`src/rtl/fetch_pkg.sv`:
```
// Shared types and address map for the fetch sequencer.
// Optional fetch address check: FETCH_ALIGN_CHECK_EN.
package fetch_pkg;

    typedef enum logic {
        NORMAL  = 1'b0,
        HANDLER = 1'b1
    } state_t;

    localparam logic [31:0] RESET_PC    = 32'h0000_3000;
    localparam logic [31:0] HANDLER_PC  = 32'h0000_4180;
    localparam logic [31:0] HANDLER_END = 32'h0000_44E0;
    localparam logic [31:0] CODE_END    = 32'h0000_417C;
    localparam logic [4:0]  EXC_ADEL    = 5'd4;

endpackage

```
`src/rtl/pc_range_chk.sv`:
```
// Combinational check of a candidate fetch address:
// flags misalignment or an address outside code/handler regions.
module pc_range_chk
    import fetch_pkg::*;
(
    input  logic [31:0] addr,
    output logic        bad
);

    logic in_code;
    logic in_hdlr;

    always_comb begin
        in_code = (addr >= RESET_PC) && (addr <= CODE_END);
        in_hdlr = (addr >= HANDLER_PC) && (addr <= HANDLER_END);
        bad     = (addr[1:0] != 2'b00) || !(in_code || in_hdlr);
    end

endmodule

```
`src/rtl/fetch_ctrl.sv`:
```
// Fetch-stage PC sequencer: sequential, redirect, interrupt vector, eret.
// Optional fetch address check: FETCH_ALIGN_CHECK_EN.
module fetch_ctrl
    import fetch_pkg::*;
(
    input  logic        clk,
    input  logic        reset,
    input  logic        stall,
    input  logic        redirect,
    input  logic [31:0] redirect_pc,
    input  logic        int_req,
    input  logic        eret,
    input  logic [31:0] epc_in,
    output logic [31:0] pc,
    output logic        int_ack,
    output logic [31:0] epc_out,
    output logic        in_handler,
    output logic        fetch_fault,
    output logic [4:0]  exc_code
);

    state_t      state;
    state_t      state_n;
    logic [31:0] pc_n;
    logic [31:0] epc_n;
    logic [31:0] seq_pc;
    logic        ack_n;
    logic        do_eret;
    logic        bad;

    assign do_eret = (state == HANDLER) && eret;

    // Non-vector successor: eret outranks redirect, redirect outranks pc+4
    always_comb begin
        seq_pc = pc + 32'd4;
        if (do_eret)
            seq_pc = epc_in;
        else if (redirect)
            seq_pc = redirect_pc;
    end

`ifdef FETCH_ALIGN_CHECK_EN
    logic flt_q;

    pc_range_chk u_chk (
        .addr (seq_pc),
        .bad  (bad)
    );

    always_ff @(posedge clk) begin
        if (reset)
            flt_q <= 1'b0;
        else
            flt_q <= !stall && bad;
    end

    assign fetch_fault = flt_q;
    assign exc_code    = flt_q ? EXC_ADEL : 5'd0;
`else
    assign bad         = 1'b0;
    assign fetch_fault = 1'b0;
    assign exc_code    = 5'd0;
`endif

    always_ff @(posedge clk) begin
        if (reset) begin
            state   <= NORMAL;
            pc      <= RESET_PC;
            epc_out <= 32'd0;
            int_ack <= 1'b0;
        end else begin
            state   <= state_n;
            pc      <= pc_n;
            epc_out <= epc_n;
            int_ack <= ack_n;
        end
    end

    always_comb begin
        state_n = state;
        pc_n    = pc;
        epc_n   = epc_out;
        ack_n   = 1'b0;
        if (!stall) begin
            if (bad) begin
                state_n = HANDLER;
                pc_n    = HANDLER_PC;
                epc_n   = seq_pc;
            end else if (state == NORMAL && int_req) begin
                state_n = HANDLER;
                pc_n    = HANDLER_PC;
                epc_n   = pc;
                ack_n   = 1'b1;
            end else begin
                pc_n = seq_pc;
                if (do_eret)
                    state_n = NORMAL;
            end
        end
    end

    always_comb begin
        in_handler = (state == HANDLER);
    end

endmodule
```
`config.mk`:
```
export PLATFORM = sky130hd
export DESIGN_NAME = fetch_ctrl
export DESIGN_NICKNAME = d
export VERILOG_FILES = /design/src/rtl/fetch_pkg.sv /design/src/rtl/pc_range_chk.sv /design/src/rtl/fetch_ctrl.sv
export SDC_FILE = /design/constraint.sdc
export NUM_CORES = 1
export LEC_CHECK = 0
export BUFFER_PORTS_ARGS = -buffer_cell sky130_fd_sc_hd__buf_4
export CAP_MARGIN = 20
export CORE_ASPECT_RATIO = 1.1
export CORE_MARGIN = 10
export CORE_UTILIZATION = 38
export CTS_CLUSTER_DIAMETER = 100
export CTS_CLUSTER_SIZE = 40
export DETAILED_ROUTE_END_ITERATION = 7
export GPL_TIMING_DRIVEN = 1
export PLACE_DENSITY = 0.64
export SLEW_MARGIN = 20
export SYNTH_ARGS = -nofsm -noshare
export SYNTH_HDL_FRONTEND = slang
export SYNTH_HIERARCHICAL = 1
export SYNTH_SLANG_ARGS = --single-unit
```
`constraint.sdc`:
```
create_clock -name clk -period 4.85 [get_ports clk]
set_input_delay 0.485 -clock clk [delete_from_list [all_inputs] [get_ports clk]]
set_output_delay 0.485 -clock clk [all_outputs]
set_load 0.05 [all_outputs]
```
Word level (Yosys, flattened, before mapping)
Cells that the tools add are included.
{"block": "totals", "ram_bits": 0, "rom_bits": 0, "mem_count": 0, "elab_cells": 19, "out_inout_bits": 72, "latch_bits": 0, "ff_bits": 66}
{"block": "op_classes", "n_div": 0, "n_bitwise": 2, "mul": 0, "muxes": 6, "shifts": 0, "n_addsub": 1, "magnitude_cmp": 0, "n_reduce_logical": 6, "eq_ne": 0}
{"op": "$mux 32", "n": 3}
{"op": "$add 32x3->32 const B", "n": 1}
{"op": "$reduce_and 2->1", "n": 2}
{"op": "$mux 1", "n": 3}
{"op": "$logic_and 1x1->1", "n": 2}
{"op": "$not 1->1", "n": 2}
{"op": "$reduce_bool 2->1", "n": 1}
{"op": "$reduce_or 2->1", "n": 1}

Depth between registers and ports, before layout
Gate-level depths: netlist of the first run.
{"block": "logic_depth", "word_depth": 4, "mapped_depth": 7, "ltp_nobuf": 6}

Worst setup path after synthesis of the first run
Ideal clock, no wire load.
{"block": "synth_path", "kind": "register to register", "start": "reg pc[2]", "end": "reg pc[22]", "stages_incl_launch_ff": 8, "period_less_slack_ns": 2.395, "slack_ns": 2.455, "t_arrival_ns": 2.275, "n_path_buf": 1, "t_required_ns": 4.730, "path_cell_list": "dfxtp_1 ha_1 and3_1 clkbuf_1 nand4_1 nor3_1 mux2_2 a211o_1"}
{"block": "synth_via", "elab_chain_cells": 4}
{"element": "start, declared", "line": "fetch_ctrl.sv:14", "rtl": "output logic [31:0] pc,"}
{"element": "start signal, assigned", "line": "fetch_ctrl.sv:73", "rtl": "pc <= pc_n;"}
{"element": "$add 32x3->32", "line": "fetch_ctrl.sv:35", "rtl": "seq_pc = pc + 32'd4;"}
{"element": "$mux 32", "line": "fetch_ctrl.sv:38", "rtl": "else if (redirect)"}
{"element": "$mux 32", "line": "fetch_ctrl.sv:36", "rtl": "if (do_eret)"}
{"element": "$mux 32", "line": "fetch_ctrl.sv:89", "rtl": "end else if (state == NORMAL && int_req) begin"}
Every way passes these cells.
A chain may end at the register's enable or synchronous reset.

Final worst setup path of the first run
Ends and elaborated chain as after synthesis.

==> impl_metrics.ini, run 1 <==
[run_status]
status = finished, final reports clean

[global_route]
grt_max_degree = 56
grt_pass1_wl_um = 22000
grt_util_all_layers_pct = 19.5
grt.overflow.total = 0
grt_pass1_vias = 4210
antenna_found_initial = 0

[synth]
ys_warn_count = 6
netlist_area_um2 = 3680
synth_edf_count = 0
ys_types = 61
syn_area_per_cell_um2 = 7.41
synthMuxAreaShare_pct = 0.579
yosys.area_share.simple_pct = 30.2
synth_adder_area_share_pct = 0.340
synth_xor_area_share_pct = 1.67
ys.flop_type = dfxtp_1
synth_seq_area_share_pct = 35.9
ys_ff_latch = 66
synth_compound_area_share_pct = 25.2
postSynthCellCount = 496
postSynth.asyncResetShare_pct = 0
synth_top_family_by_area = simple AND/OR/NAND/NOR gates

[floorplanning]
fp-row-count = 37
initial_core_util_pct = 39.1
die_h_um = 123
io_pins = 142
die_area_um2 = 14000
core_um2 = 9400
fp.dieW_um = 114

[clock_network]
ctsResizeCount = 0
clkSinkCount = 66
cts_max_path_buffers = 2
ctsHoldBuffers = 0
clockRootBuffer = clkbuf_8
cts_tree = done
cts_buffers = 9
clk_latency_ps = 360
htreeDepth = 3
cts_setup_buffers = 0
path_clk_slew_ps = 80

[setup_path]
regToRegSetupSlack_ps = 2500
arrival_ps = 2590
cp-end-kind = flop
path_class = flop to flop
cp.required_ps = 5090
crit_fanout = 8
critical_path.startpoint_type = flop

[sta]
max_slew_margin_pct = 32.0
period_needed_ps = 2350
setup_viol = 0
worst_pin_slew_ps = 1020
rsz0062_at_grt = false
max_freq_mhz = 425
hold_violations = 0
slew_viol_final = 0
fin_skew_ps = 10.4
fin_crit_sh_pct = 48.5
tns_ps = 0

[place]
place_hpwl_um = 10100
placed_cell_area_um2 = 4700
io_buffers = 135
place_congestion = 0.861

[final_layout]
final_layout_size_suffix_gt1_share_pct = 27.5
syn_to_final_growth_pct = 35.3
nNetsFinal = 681
fin_area_um2 = 4970
mostFrequentLayoutCells = 138 x buf_4, 108 x nand2_1, 66 x a21oi_1, 66 x dfxtp_1, 26 x o21ai_0
diodes = 0
layout_commonest_cell = buf_4

[drt]
wirelength_um = 14100
avgRoutedWirePerCell_um = 19.3
drt-initial-drc-count = 269
viasPerCell = 5.68
drtAntennaViolNets = 0
drt_pass1_iterations = 5
dr_total_vias = 4158
drc = 0

[job]
drv_cap = 0

[pwr]
intPower_uw = 1080
pwr-share-clk_pct = 41.9
leakage_uw = 0.00208
netSwitchingFraction_pct = 30.1
p_comb_share_pct = 19.1
seqPwrFrac_pct = 39.0
vdd_drop_max_mv = 0.146
cellPowerDensity_nw_per_um2 = 310
p_switching_uw = 464

[min_path]
hold_class = primary input to flop
final cells by class:
class / instances / area (um^2)
fill: 960 / 4430
multi-input combinational: 387 / 2160
sequential: 66 / 1320
clock buffer: 10 / 138
tap: 117 / 146
inverter: 8 / 30.0
timing repair buffer: 138 / 1040
clock inverter: 6 / 138
state kept, by name (all words and copies together), names as in the netlist:
signal / cells
epc_out: 32
in_handler: 1
int_ack: 1
pc: 32
cell usage after synthesis (6+ instances only):
| cell | instances | area [um^2] |
|---|---|---|
| nor2_1 | 26 | 97.6 |
| dfxtp_1 | 66 | 1320 |
| a21oi_1 | 66 | 330 |
| buf_4 | 6 | 45.0 |
| o21ai_0 | 26 | 130 |
| a31oi_1 | 6 | 37.5 |
| nor3_1 | 8 | 40.0 |
| nand4_1 | 10 | 62.6 |
| or3_1 | 6 | 37.5 |
| nand3_1 | 23 | 115 |
| buf_2 | 6 | 30.0 |
| o211ai_1 | 9 | 67.6 |
| and4_1 | 6 | 52.6 |
| inv_1 | 7 | 26.3 |
| clkbuf_1 | 24 | 90.1 |
| nand2_1 | 108 | 405 |
| and3_1 | 10 | 62.6 |
metrics by stage:
stage	std cells	hold WS, ps	power, uW	worst slack [ps]	utilization (%)
global placement	716	443	900	2370	49.9
global route	732	363	1600	2370	52.9
floorplan	501	623	790	2460	-
CTS	732	351	1550	2480	52.9
detailed placement	716	447	905	2320	50.0
finish	732	360	1540	2500	52.9
critical path, cell delays in order (launching register included):
cell	delay (ps)
dfxtp_1	490
ha_1	260
and3_1	380
nand4_1	270
nor3_1	270
mux2_2	350
a211o_1	220
worst paths after layout:
kind                                    end            start  cells after the start
worst min-delay path                 pc[12]  redirect_pc[12]                      3
worst min register to register  epc_out[11]      epc_out[11]                      2
worst max-delay path                 pc[22]            pc[2]                      6
worst max register to register       pc[22]            pc[2]                      6
power by group through the flow:
stage               Clock, uW  Sequential, uW  Combinational [uW]
finish                    645             600                 294
global placement            0             611                 289
CTS                       654             599                 294
floorplan                   0             677                 114
detailed placement          0             612                 293
global route              682             604                 314
per-layer routing:
layer / track usage, % / vias up / routed length [um]
met3: 4.94 / 22 / 1150
met2: 33.4 / 194 / 6930
met4: 9.72 / 0 / 331
met5: 0 / - / 0
met1: 22.2 / 1942 / 5710
li1: - / 2000 / -
kinds of logic after synthesis:
family | count (synthesis)
AND/OR/NAND/NOR | 221
AO/OA/AOI/OAI | 150
flip-flops | 66
buffers and inverters | 48
XOR/XNOR | 7
multiplexers | 2
adder cells (fa/ha/maj) | 1
other | 1
(Power assumes the default switching activity.)
==> run 2: changes to the inputs <==
==> constraint.sdc (replaced) <==
create_clock -name clk -period 2.4 [get_ports clk]
set_input_delay 0.24 -clock clk [delete_from_list [all_inputs] [get_ports clk]]
set_output_delay 0.24 -clock clk [all_outputs]
set_load 0.05 [all_outputs]
==> run 2 against run 1 <==
Against the previous run: clock power up 46%; die area unchanged; count of clock-buffer cells in the layout up 2; total power up 80%; critical path depth down 1; fmax up 12%; first-iteration DRC count down 10%.
==> impl_metrics.ini, run 2 (synthesis gave the netlist of run 1 again) <==
[sta]
fin_crit_sh_pct = 87.8
hold_violations = 0
period_needed_ps = 2110
max_slew_margin_pct = 53.7
rsz0062_at_grt = false
fin_skew_ps = 7.88
tns_ps = 0
slew_viol_final = 0
worst_pin_slew_ps = 689
hold_slack_ps = 127
setup_viol = 0
max_freq_mhz = 474

[setup_path]
critical_path.startpoint_type = flop
rr_endpoint = pc[29]
rr_worst_depth = 5
cp.required_ps = 2640
arrival_ps = 2350
crit_fanout = 11
path_class = flop to flop
regToRegSetupSlack_ps = 290
cp-end-kind = flop
r2r_start = pc[7]
cp-startpoint = pc[7]

[floorplanning]
initial_core_util_pct = 39.1
io_pins = 142
die_area_um2 = 14000
die_h_um = 123
fp.dieW_um = 114
fp-row-count = 37
core_um2 = 9400

[clock_network]
htreeDepth = 3
ctsHoldBuffers = 0
cts_buffers = 9
ctsResizeCount = 0
path_clk_slew_ps = 80
clk_latency_ps = 350
cts_tree = done
clkSinkCount = 66
cts_setup_buffers = 0
cts_max_path_buffers = 2
clockRootBuffer = clkbuf_8

[drt]
avgRoutedWirePerCell_um = 19.1
wl_met1_um = 6100
drt-initial-drc-count = 242
viasPerCell = 5.66
drt_pass1_iterations = 5
met3WireLength_um = 1010
top_layer = met4
wirelength_um = 14300
wl_met2_um = 6910
dr_total_vias = 4230
drc = 0
drtAntennaViolNets = 0

[min_path]
hold_path_depth = 3
min_from = redirect_pc[13]
hold_class = primary input to flop
min_to = pc[13]

[final_layout]
reg.largest.list = epc_out (32), pc (32)
diodes = 0
mostFrequentLayoutCells = 155 x buf_4, 108 x nand2_1, 66 x a21oi_1, 66 x dfxtp_1, 26 x o21ai_0
layout_commonest_cell = buf_4
fin_area_um2 = 5000
syn_to_final_growth_pct = 36.1
nNetsFinal = 698
final_layout_size_suffix_gt1_share_pct = 28.8

[pwr]
netSwitchingFraction_pct = 32.7
vdd_drop_max_mv = 0.273
leakage_uw = 0.00212
seqPwrFrac_pct = 43.7
cellPowerDensity_nw_per_um2 = 554
p_comb_share_pct = 22.3
p_switching_uw = 906
power_uw = 2770
pwr-share-clk_pct = 34.0
intPower_uw = 1870

[run_status]
status = finished, final reports clean

[global_route]
grt.overflow.total = 0
antenna_found_initial = 0
grt_pass1_vias = 4160
grt_pass1_wl_um = 22100
grt_util_all_layers_pct = 19.5
grt_max_degree = 29

[place]
place_congestion = 0.908
io_buffers = 135
placed_cell_area_um2 = 4820
place_hpwl_um = 10800

[job]
drv_cap = 0
run 2: cell types whose count changed in the layout (fill, tap and decap cells not counted), sizes merged:
cell | before | now
buf | 138 | 155
clkbuf | 10 | 12
bufinv | 4 | 1
run 2: how the worst max path moves through the flow:
stage | end
floorplan | pc[22]
global placement | pc[29]
detailed placement | pc[29]
CTS | pc[29]
global route | pc[29]
finish | pc[29]
run 2: layout make-up:
cell class              count  area [um^2]
clock buffers              12          145
clock inverters             3         40.0
fillers                   947         4390
inverters                   8         30.0
multi-input cells         387         2160
flip-flops and latches     66         1320
well taps                 117          146
repair buffers            155         1160
run 2: worst max-delay path: stages, from the launching register on:
cell,delay (ps)
dfxtp_1,540
nand4_4,250
nor3_4,510
nand3_2,140
and3_1,200
or3_1,360
run 2: per-stage QoR:
step / util [%] / worst slack [ps] / std cells
detailed placement: 51.3 / 326 / 733
finish: 53.3 / 292 / 748
global route: 53.3 / 166 / 748
CTS: 53.3 / 324 / 748
floorplan: - / 5.48 / 501
global placement: 51.3 / 397 / 733
run 2: per-layer routing:
metal / global-route usage, % / vias up
met5: 0 / -
met4: 6.50 / 0
met3: 5.18 / 25
met2: 33.1 / 167
met1: 23.4 / 2004
li1: - / 2034
run 2: power groups by stage:
stage	Clock, uW	Combinational, uW	Sequential [uW]
finish	943	619	1210
global route	1000	660	1220
CTS	961	619	1210
detailed placement	0	617	1230
global placement	0	614	1230
floorplan	0	230	1370
==> run 3: changes to the inputs <==
--- a/config.mk
+++ b/config.mk
@@ -14,7 +14,7 @@
 export CTS_CLUSTER_SIZE = 40
 export DETAILED_ROUTE_END_ITERATION = 7
 export GPL_TIMING_DRIVEN = 1
-export PLACE_DENSITY = 0.64
+export PLACE_DENSITY = 0.63
 export SLEW_MARGIN = 20
 export SYNTH_ARGS = -nofsm -noshare
 export SYNTH_HDL_FRONTEND = slang
==> run 3 against run 2 <==
Against the previous run: flip-flop and latch count unchanged; critical path type unchanged; via count decreased by 3.0%; sequential share of layout area about the same; largest cell class unchanged; final cell count decreased by 0.40%; setup slack improved by 30 ps; die area unchanged.
==> impl_metrics.ini, run 3 (synthesis gave the netlist of run 1 again) <==
[setup_path]
crit_fanout = 11
r2r_start = pc[6]
cp-startpoint = pc[6]
cp-end-kind = flop
arrival_ps = 2310
path_class = flop to flop
regToRegSetupSlack_ps = 320
critical_path.startpoint_type = flop
cp_slowest_cell = dfxtp_1
cpPeakStageDelay_ps = 550
cp.required_ps = 2630
cp_cell_sequence = nand4_4, nor3_4, nand3_2, and3_1, or3_1

[final_layout]
mostFrequentLayoutCells = 150 x buf_4, 108 x nand2_1, 66 x a21oi_1, 66 x dfxtp_1, 26 x o21ai_0
nNetsFinal = 694
seq_area_um2 = 1320
fill_cells = 956
final_layout_size_suffix_gt1_share_pct = 28.8
reg.largest.list = epc_out (32), pc (32)
diodes = 0
multi_input_area_um2 = 2160
syn_to_final_growth_pct = 35.9
layout_commonest_cell = buf_4

[clock_network]
clkSinkCount = 66
ctsHoldBuffers = 0
clk_latency_ps = 350
clockRootBuffer = clkbuf_8
cts_setup_buffers = 0
htreeDepth = 3
cts_buffers = 9
path_clk_slew_ps = 80
ctsResizeCount = 0
cts_tree = done
cts_max_path_buffers = 2

[global_route]
grt_pass1_vias = 4043
grt.overflow.total = 0
grt_pass1_wl_um = 22000
grt_util_all_layers_pct = 19.4
antenna_found_initial = 0
grt_max_degree = 41

[run_status]
status = finished, final reports clean

[pwr]
pwr-share-clk_pct = 34.0
p_switching_uw = 921
vdd_drop_max_mv = 0.287
leakage_uw = 0.00211
netSwitchingFraction_pct = 33.4
p_comb_share_pct = 22.2
seqPwrFrac_pct = 43.8
cellPowerDensity_nw_per_um2 = 553
intPower_uw = 1840

[sta]
slew_viol_final = 0
rsz0062_at_grt = false
tns_ps = 0
worst_pin_slew_ps = 638
hold_violations = 0
fin_crit_sh_pct = 86.6
setup_viol = 0
max_freq_mhz = 481
fin_ws_ps = 322
period_needed_ps = 2080
fin_skew_ps = 9.52
max_slew_margin_pct = 57.1

[floorplanning]
core_um2 = 9400
fp.dieW_um = 114
initial_core_util_pct = 39.1
die_h_um = 123
fp-row-count = 37
io_pins = 142
die_area_um2 = 14000

[drt]
avgRoutedWirePerCell_um = 19.0
wirelength_um = 14100
drc = 0
drt_pass1_iterations = 6
drt-initial-drc-count = 200
drtAntennaViolNets = 0
dr_total_vias = 4102
viasPerCell = 5.51

[place]
place_ws_ps = 358
io_buffers = 135
place_congestion = 0.882
place_hpwl_um = 10800

[job]
drv_cap = 0

[min_path]
hold_class = primary input to flop
min_from = redirect_pc[12]
run 3: metrics by stage:
step                      utilization [%]  hold slack [ps]  area [um^2]  cells  power [uW]
after detailed placement             51.1              448         4800    729        1850
after global placement               51.1              444         4800    729        1840
after global routing                 53.2              123         5000    745        2880
after CTS                            53.2              120         5000    745        2780
after floorplan                         -              378         3690    501        1600
final                                53.2              127         5000    745        2760
run 3: routing by layer:
layer / up-vias / global-route usage (%) / wire [um]
met5: - / 0 / 0
met1: 1920 / 23.4 / 5900
met3: 12 / 5.33 / 1100
met4: 0 / 5.80 / 198
li1: 2020 / - / -
met2: 150 / 33.0 / 6940
run 3: layout make-up:
type | instances | area share, %
inverter | 8 | 0.601
clock inverter | 7 | 1.40
tap | 117 | 2.93
sequential | 66 | 26.4
multi-input combinational | 387 | 43.2
timing repair buffer | 151 | 22.9
clock buffer | 9 | 2.48
run 3: worst paths after layout:
path | depth (start not counted) | end
setup reg to reg | 5 | pc[29]
hold / removal | 3 | pc[12]
setup / recovery | 5 | pc[29]
hold reg to reg | 2 | epc_out[3]
run 3: power by group through the flow:
stage | combinational, uW | sequential [uW] | clock [uW]
3_5_place_dp | 615 | 1230 | 0
6_report | 613 | 1210 | 938
3_3_place_gp | 611 | 1230 | 0
4_1_cts | 617 | 1210 | 957
2_1_floorplan | 230 | 1370 | 0
5_1_grt | 657 | 1220 | 1010
run 3: critical path, delay by kind of cell, from the launching register on:
kind             cells  cell delay (ps)
DFF                  1              550
and+or+nand+nor      5             1400
